## config.mk

```make
export PLATFORM = sky130hd
export DESIGN_NAME = counter_seq_ctrl_flat
export DESIGN_NICKNAME = d
export VERILOG_FILES = /design/src/rtl/counter_seq_ctrl_if.sv /design/src/rtl/counter_seq_ctrl.sv /design/src/flat_wrapper.sv
export SDC_FILE = /design/constraint.sdc
export NUM_CORES = 1
export LEC_CHECK = 0
export ABC_CLOCK_PERIOD_IN_PS = 4600
export CORE_MARGIN = 2
export CORE_UTILIZATION = 51
export DETAILED_ROUTE_END_ITERATION = 12
export GPL_TIMING_DRIVEN = 0
export PLACE_DENSITY = 0.94
export SYNTH_ARGS = -nofsm -noshare
export SYNTH_HDL_FRONTEND = slang
export SYNTH_SLANG_ARGS = --single-unit
```

## constraint.sdc

```tcl
create_clock -name clk -period 4.6 [get_ports clk]
set_clock_uncertainty 0.1 [all_clocks]
set_input_delay 1.15 -clock clk [delete_from_list [all_inputs] [get_ports clk]]
set_output_delay 1.15 -clock clk [all_outputs]
set_load 0.01 [all_outputs]
```

## src/rtl/counter_seq_ctrl_if.sv

```systemverilog
// counter_seq_ctrl_if: valid/ready command port of the counter sequencer
interface counter_seq_ctrl_if #(
  parameter int WIDTH = 8
);
  logic             cmd_valid;
  logic             cmd_ready;
  logic [1:0]       cmd_op;
  logic [WIDTH-1:0] cmd_data;
  modport master (output cmd_valid, cmd_op, cmd_data, input cmd_ready);
  modport slave  (input cmd_valid, cmd_op, cmd_data, output cmd_ready);
endinterface

```

## src/rtl/counter_seq_ctrl.sv

```systemverilog
// counter_seq_ctrl: command-driven load/enable/direction sequencer for a counter core; define COUNTER_SEQ_PRESCALE_EN to step only every PRESCALE+1 RUN cycles
module counter_seq_ctrl #(
  parameter int WIDTH    = 8,
  parameter int PRESCALE = 3
) (
  input  logic              clk,
  input  logic              rst,
  counter_seq_ctrl_if.slave cmd,
  input  logic [WIDTH-1:0]  cnt_value,
  output logic              cnt_en,
  output logic              cnt_load,
  output logic [WIDTH-1:0]  cnt_load_val,
  output logic              cnt_up,
  output logic              busy,
  output logic              done,
  output logic              err,
  output logic [1:0]        state
);
  typedef enum logic [1:0] {S_IDLE = 2'd0, S_LOAD = 2'd1, S_RUN = 2'd2, S_DONE = 2'd3} state_t;
  localparam logic [1:0] OP_LIMIT = 2'd0;
  localparam logic [1:0] OP_LOAD  = 2'd1;
  localparam logic [1:0] OP_START = 2'd2;
  localparam logic [1:0] OP_STOP  = 2'd3;
  state_t           r_state;
  logic [WIDTH-1:0] r_limit;
  logic [WIDTH-1:0] r_start;
  logic [WIDTH-1:0] r_load_val;
  logic             r_up;
  logic             r_reload;
  logic             r_load;
  logic             r_done;
  logic             r_err;
  logic             w_acc;
  logic             w_stop;
  logic             w_run;
  logic             w_term;
  logic             w_tick;
  assign cmd.cmd_ready = r_state != S_LOAD;
  assign w_acc         = cmd.cmd_valid && cmd.cmd_ready;
  assign w_stop        = w_acc && cmd.cmd_op == OP_STOP;
  assign w_run         = r_state == S_RUN;
  assign w_term        = w_run && cnt_value == r_limit;
`ifdef COUNTER_SEQ_PRESCALE_EN
  localparam int DW = $clog2(PRESCALE + 2);
  logic [DW-1:0] r_div;
  assign w_tick = r_div == DW'(PRESCALE);
  // tick divider: counts RUN cycles, held at zero outside RUN so each run starts a fresh period
  always_ff @(posedge clk)
    if (rst || !w_run || w_tick) r_div <= '0;
    else r_div <= r_div + DW'(1);
`else
  logic w_unused;
  assign w_unused = ^PRESCALE;
  assign w_tick   = 1'b1;
`endif
  assign cnt_en       = !rst && w_run && w_tick && !w_term && !w_stop;
  assign cnt_load     = r_load;
  assign cnt_load_val = r_load_val;
  assign cnt_up       = r_up;
  assign done         = r_done;
  assign err          = r_err;
  assign state        = r_state;
  assign busy         = r_state == S_LOAD || w_run;
  // sequencer FSM: command decode, load strobe, terminal detection and status pulses
  always_ff @(posedge clk)
    if (rst) begin
      r_state    <= S_IDLE;
      r_limit    <= '1;
      r_start    <= '0;
      r_load_val <= '0;
      r_up       <= 1'b1;
      r_reload   <= 1'b0;
      r_load     <= 1'b0;
      r_done     <= 1'b0;
      r_err      <= 1'b0;
    end else begin
      r_load <= 1'b0;
      r_done <= 1'b0;
      r_err  <= 1'b0;
      case (r_state)
        S_IDLE, S_DONE:
          if (w_acc)
            case (cmd.cmd_op)
              OP_LIMIT: r_limit <= cmd.cmd_data;
              OP_LOAD:  r_start <= cmd.cmd_data;
              OP_START: begin
                r_up       <= cmd.cmd_data[0];
                r_reload   <= cmd.cmd_data[1];
                r_load     <= 1'b1;
                r_load_val <= r_start;
                r_state    <= S_LOAD;
              end
              default:  r_state <= S_IDLE;
            endcase
        S_LOAD: r_state <= S_RUN;
        default:
          if (w_stop) r_state <= S_IDLE;
          else begin
            r_err <= w_acc;
            if (w_term) begin
              r_done     <= 1'b1;
              r_load     <= r_reload;
              r_load_val <= r_start;
              r_state    <= r_reload ? S_LOAD : S_DONE;
            end
          end
      endcase
    end
endmodule

```

## src/flat_wrapper.sv

```systemverilog
// flat-port wrapper written by rule: the top's interface ports become plain ports
module counter_seq_ctrl_flat 
#(
  parameter int WIDTH    = 8,
  parameter int PRESCALE = 3
)
  (clk, rst, cnt_value, cnt_en, cnt_load, cnt_load_val, cnt_up, busy, done, err, state, cmd_cmd_valid, cmd_cmd_op, cmd_cmd_data, cmd_cmd_ready);
  counter_seq_ctrl_if #(.WIDTH(WIDTH)) cmd_i ();
  input  logic clk;
  input  logic rst;
  input  logic [WIDTH-1:0] cnt_value;
  output logic cnt_en;
  output logic cnt_load;
  output logic [WIDTH-1:0] cnt_load_val;
  output logic cnt_up;
  output logic busy;
  output logic done;
  output logic err;
  output logic [1:0] state;
  input wire logic [$bits(cmd_i.cmd_valid)-1:0] cmd_cmd_valid;
  input wire logic [$bits(cmd_i.cmd_op)-1:0] cmd_cmd_op;
  input wire logic [$bits(cmd_i.cmd_data)-1:0] cmd_cmd_data;
  output wire logic [$bits(cmd_i.cmd_ready)-1:0] cmd_cmd_ready;
  assign cmd_i.cmd_valid = cmd_cmd_valid;
  assign cmd_i.cmd_op = cmd_cmd_op;
  assign cmd_i.cmd_data = cmd_cmd_data;
  assign cmd_cmd_ready = cmd_i.cmd_ready;
  counter_seq_ctrl #(.WIDTH(WIDTH), .PRESCALE(PRESCALE)) u_core (.clk(clk), .rst(rst), .cmd(cmd_i), .cnt_value(cnt_value), .cnt_en(cnt_en), .cnt_load(cnt_load), .cnt_load_val(cnt_load_val), .cnt_up(cnt_up), .busy(busy), .done(done), .err(err), .state(state));
endmodule
```

==> impl_metrics.toml, run 1 <==
[synthesis]
postSynth.asyncResetShare = 0
yosysMostFrequentCell = "dfxtp_1"
ys.flop_type = "dfxtp_1"
synthTopCellsByCount = "31 x dfxtp_1, 16 x mux2i_1, 16 x nand2b_1, 12 x nor2_1, 10 x nor2b_1"
synth_edf_count = 0
syn_area_mm2 = 0.00147
synth-seq-cells = 31
yosysTopAreaCell = "dfxtp_1"
ys_top_cells_by_area = "dfxtp_1 42%, mux2i_1 11%, nand2b_1 6.8%"
synth_cell_types = 34
ys_seq_area_frac = 0.424
synth_top_area_frac = 0.424
syn_nets = 177
avgSynthCellArea_um2 = 9.70
syn_inst = 151
yosys_warnings = 0

[global_route]
antenna_found_initial = 0
grt_pass1_vias = 1242
gr-usage-all-layers = 0.209
grt_max_degree = 11
grt-ovfl-total = 0
grt_pass1_wl_um = 5210

[setup_path]
cpMaxStageDelayCell = "or4_1"
crit_fanout = 7
crit_top_cell = "clkdlybuf4s50_1"
reg2reg_depth = 7
r2r_end = "u_core.r_limit[7]"
cp-start-kind = "primary input"
max_stage_delay_ns = 0.50
cp-endpoint = "cnt_en"
crit_cells = 7
critPathCaptureType = "output port"
crit_required_ns = 3.35
crit_arrival_ns = 3.21
r2r_slack_ns = 2.00
critPathTopFamily = "buffers and inverters"
critPathBufInv = 3
startpoint = "cnt_value[1]"
regToRegStartpoint = "u_core.state[1]"
crit_type = "primary input to output port"
crit_chain = "clkdlybuf4s50_1 > xnor2_1 > nand3_1 > or4_1 > buf_2 > and3_2 > clkdlybuf4s50_1"

[job]
max_cap_violations = 0

[cells_and_area]
layout-drive-gt1-share = 0.0825
instances_no_fill = 225
finalInstanceArea_mm2 = 0.00194
nets = 220
final.fill_count = 207
diodes = 0
syn2layout_area_growth_pct = 32.1

[sta]
setup_ws_ns = 0.144
slew_headroom = 0.673
max_freq_mhz = 224
worst_slew_pin_slew_ns = 0.490
hold_ws_ns = 0.379
tns_ns = 0
timing.final.hold_violations = 0
fin_crit_sh = 0.969
setup_violations = 0
grt_setup_unrepaired = "false"
post-route-min-period_ns = 4.46
slew_violations = 0

[placed_design]
placed_cells = 218
place_area_mm2 = 0.00186
port_buffers = 36
dp_hpwl_um = 2400
dp_slack_ns = 0.155
gp_congestion = 0.778

[clocking]
cts_buffer_depth = 2
cts.clk_slew.worst_paths_ns = 0.09
cts_buffers = 5
root_buffer = "clkbuf_4"
clk_latency_ns = 0.34
cts_max_level = 2
cts_resized = 0
cts_tree = "done"
cts_sinks = 31
cts_hold_buf = 0
post-cts-setup-buffers = 0

[power_and_ir_drop]
p_sw_frac = 0.309
p_seq_frac = 0.397
total_leakage_power_uw = 0.000808
powerDensity_mw_per_mm2 = 407
comb_power_share = 0.346
ir_drop_uv = 432
p_clk_frac = 0.257
internal-power_uw = 545
switchingPower_uw = 244

[drt]
drt_iter0_markers = 30
vias = 1203
drc_errors = 0
avgRoutedWirePerCell_um = 13.8
final_antenna_net_count = 0
viasPerCell = 5.35
drt_wl_total_um = 3100
first_pass_iters = 4

[floorplanning]
die_h_um = 57.6
initial_core_util = 0.536
core_mm2 = 0.00273
dieArea_mm2 = 0.00332
pin_count = 38
row_count = 19
dieWidth_um = 57.6

[hold_path]
hp-class = "flip-flop to flip-flop"

[outcome]
status = "complete, no violations"
-- how the worst min path moves through the flow --
stage / from / endpoint / slack [ns] / depth (start not counted)
after floorplan: u_core.r_start[0] / u_core.cnt_load_val[0] / 0.35 / 2
after global placement: u_core.cnt_up / u_core.cnt_up / 0.36 / 2
after detailed placement: u_core.cnt_load_val[6] / u_core.cnt_load_val[6] / 0.37 / 2
after CTS: u_core.r_start[1] / u_core.cnt_load_val[1] / 0.38 / 2
after global routing: u_core.cnt_load_val[2] / u_core.cnt_load_val[2] / 0.41 / 2
final: u_core.cnt_load_val[6] / u_core.cnt_load_val[6] / 0.38 / 2
-- cells by family after synthesis --
group | count (synthesis) | synth area share
flops | 31 | 0.424
simple gates | 59 | 0.219
compound gates | 20 | 0.117
mux | 16 | 0.109
fa+ha+maj | 5 | 0.0427
xor+xnor | 8 | 0.0478
buf+inv | 12 | 0.0410
-- layout make-up --
cell class	count	area, um2	share of cell area
Sequential cell	31	621	0.321
Clock inverter	1	30.0	0.0155
Timing Repair Buffer	36	360	0.186
Clock buffer	6	41.3	0.0213
Inverter	4	15.0	0.00776
Tap cell	31	38.8	0.0200
Multi-Input combinational cell	108	785	0.405
Buffer	8	45.0	0.0233
-- worst register-to-register path: stages (launching register included) --
cell and delay (ns):
dfxtp_1 0.42, inv_1 0.12, ha_1 0.39, nor4b_1 0.36
nor2b_1 0.48, buf_2 0.31, nor2b_1 0.07, a211o_1 0.27
-- layer usage --
layer | vias to the layer above | track usage | wire (um)
met4 | 0 | 0.0997 | 74
met5 | - | 0 | 0
li1 | 603 | - | -
met3 | 8 | 0.0862 | 184
met2 | 27 | 0.356 | 1590
met1 | 565 | 0.223 | 1250
-- flip-flops by register name, indices dropped and copies added (netlist names) --
name                 flops
u_core.cnt_load_val      8
u_core.cnt_up            1
u_core.err               1
u_core.r_limit           8
u_core.r_reload          1
u_core.done              1
u_core.cnt_load          1
u_core.state             2
u_core.r_start           8
-- metrics by stage --
stage | util | power, uW
6_report | 0.708 | 789
5_1_grt | 0.708 | 830
4_1_cts | 0.708 | 790
3_5_place_dp | 0.682 | 590
3_3_place_gp | 0.682 | 575
2_1_floorplan | - | 491
-- power groups by stage --
stage,clock (uW),sequential [uW],combinational [uW]
floorplan,0,321,170
global placement,0,318,257
detailed placement,0,319,270
CTS,205,313,272
global route,217,316,296
finish,203,313,273
-- cells in the final DEF (no fill, tap or decap) --
master           instances
nand2_1                  8
o22a_2                   1
nor2b_1                 10
clkbuf_2                 1
and3_1                   1
bufinv_16                1
clkbuf_4                 5
buf_2                    4
and3_2                   1
dfxtp_1                 31
a2111o_1                 1
nor2_1                  12
a211o_1                  8
o21a_1                   1
a22o_1                   1
o22ai_1                  1
inv_1                    4
a21oi_1                  3
xor2_1                   2
nor4b_1                  1
or4_1                    1
nand3b_1                 1
nand3_1                  5
xnor2_1                  6
a21boi_0                 1
dlymetal6s2s_1           1
nor3_1                   1
a221oi_2                 1
nand2b_1                16
nand4_1                  1
clkbuf_1                 3
mux2i_1                 16
ha_1                     5
a21o_2                   1
clkdlybuf4s50_1         36
and3b_1                  1
o221a_2                  1
Power figures use the tool's default switching activity.
==> run 2, diff against run 1 <==
- CORE_ASPECT_RATIO: default -> 0.5
==> impl_metrics.toml, run 2 (same netlist as run 1, synthesis figures left out) <==
[outcome]
status = "complete, no violations"

[setup_path]
crit_cells = 7
critPathBufInv = 3
crit_chain = "clkdlybuf4s50_1 > xnor2_1 > nand4_1 > or4_1 > buf_2 > and3_2 > clkdlybuf4s50_1"
crit_type = "primary input to output port"
cp-endpoint = "cnt_en"
r2r_end = "u_core.r_limit[6]"
reg2reg_depth = 7
regToRegStartpoint = "u_core.state[1]"
cp-start-kind = "primary input"
crit_fanout = 7
crit_top_cell = "clkdlybuf4s50_1"
crit_required_ns = 3.35
startpoint = "cnt_value[4]"
r2r_slack_ns = 1.89
critPathCaptureType = "output port"
max_stage_delay_ns = 0.47
crit_arrival_ns = 3.25
critPathTopFamily = "buffers and inverters"
cpMaxStageDelayCell = "clkdlybuf4s50_1"

[clocking]
cts_max_level = 2
cts_buffer_depth = 2
cts_hold_buf = 0
cts.clk_slew.worst_paths_ns = 0.06
cts_sinks = 31
root_buffer = "clkbuf_8"
post-cts-setup-buffers = 0
cts_tree = "done"
cts_buffers = 5
clk_latency_ns = 0.28

[power_and_ir_drop]
powerDensity_mw_per_mm2 = 450
ir_drop_uv = 249
total_leakage_power_uw = 0.000841

[drt]
drt_wl_total_um = 3200
vias = 1230
final_antenna_net_count = 0
drt_iter0_markers = 70
drc_errors = 0
first_pass_iters = 4
viasPerCell = 5.30
avgRoutedWirePerCell_um = 13.8

[global_route]
grt_pass1_wl_um = 5250
grt-ovfl-total = 0
antenna_found_initial = 0
gr-usage-all-layers = 0.208
grt_pass1_vias = 1088
grt_max_degree = 11

[floorplanning]
dieArea_mm2 = 0.00334
die_h_um = 41.9
core_mm2 = 0.00267
initial_core_util = 0.549
dieWidth_um = 79.8
pin_count = 38
row_count = 13

[cells_and_area]
fin_util = 0.754
nets = 220
instances_no_fill = 232
diodes = 0
layout_common_cells = "36 x clkdlybuf4s50_1, 31 x dfxtp_1, 16 x mux2i_1, 16 x nand2b_1, 12 x nor2_1"
syn2layout_area_growth_pct = 37.3
final.fill_count = 182
mostFrequentLayoutCell = "clkdlybuf4s50_1"
layout-drive-gt1-share = 0.0923

[placed_design]
gp_congestion = 0.839
port_buffers = 36
placed_cells = 224
dp_hpwl_um = 2320

[sta]
slew_headroom = 0.653
timing.final.hold_violations = 0
grt_setup_unrepaired = "false"
tns_ns = 0
post-route-min-period_ns = 4.50
setup_violations = 0
slew_violations = 0
worst_slew_pin_slew_ns = 0.519
fin_crit_sh = 0.979
max_freq_mhz = 222

[hold_path]
hp-class = "flip-flop to flip-flop"

[job]
max_cap_violations = 0
run 2: changes by cell type in the layout (fill, tap and decap cells not counted), sizes merged:
| cell | change |
|---|---|
| bufinv | +1 |
run 2: per-stage QoR:
| stage | area, um2 | worst slack, ns | total power, uW | hold WS, ns |
|---|---|---|---|---|
| after floorplan | 1470 | 1.13 | 491 | 0.348 |
| after global placement | 1870 | 0.141 | 576 | 0.364 |
| after detailed placement | 1870 | 0.116 | 585 | 0.369 |
| after CTS | 2000 | 0.0752 | 910 | 0.378 |
| after global routing | 2010 | 0.0223 | 951 | 0.396 |
| final | 2010 | 0.0981 | 906 | 0.375 |
run 2: repair_timing:
action / in CTS / in global routing
gates resized for setup: 0 / 1
setup endpoints to repair: 0 / 1
hold endpoints to repair: 0 / 0
run 2: cell type report:
cell class	count	area (um2)	share of cell area
Buffer	8	45.0	0.0224
Clock buffer	6	72.6	0.0361
Clock inverter	2	60.1	0.0299
Inverter	4	15.0	0.00746
Multi-Input combinational cell	108	792	0.394
Sequential cell	31	621	0.308
Tap cell	37	46.3	0.0230
Timing Repair Buffer	36	360	0.179
run 2: worst min-delay path by stage:
stage | from | to | slack [ns] | cells past startpoint
after CTS | u_core.cnt_load_val[1] | u_core.cnt_load_val[1] | 0.38 | 2
after global routing | u_core.cnt_load_val[1] | u_core.cnt_load_val[1] | 0.40 | 2
after global placement | u_core.cnt_load_val[7] | u_core.cnt_load_val[7] | 0.36 | 2
final | u_core.r_start[4] | u_core.cnt_load_val[4] | 0.37 | 2
after detailed placement | u_core.cnt_load_val[1] | u_core.cnt_load_val[1] | 0.37 | 2
after floorplan | u_core.r_start[0] | u_core.cnt_load_val[0] | 0.35 | 2
run 2: tightest hold or removal path, delay by kind of cell, from the launching register on:
family / cells / cell delay [ns]
multiplexers: 1 / 0.06
AND/OR/NAND/NOR: 1 / 0.06
flip-flops: 1 / 0.31
run 2: routing by layer:
metal,part of all wire,wire length [um],GRT usage,vias up
li1,-,-,-,604
met1,0.44,1410,0.250,576
met2,0.48,1550,0.346,42
met3,0.054,172,0.0761,8
met4,0.021,68,0.0746,0
met5,0,0,0,-
run 2: report_power, final:
group	internal (uW)	switching [uW]	leakage [uW]
clock	216	104	0.0000654
sequential	295	20.2	0.000252
combinational	140	131	0.000524
total	651	255	0.000841
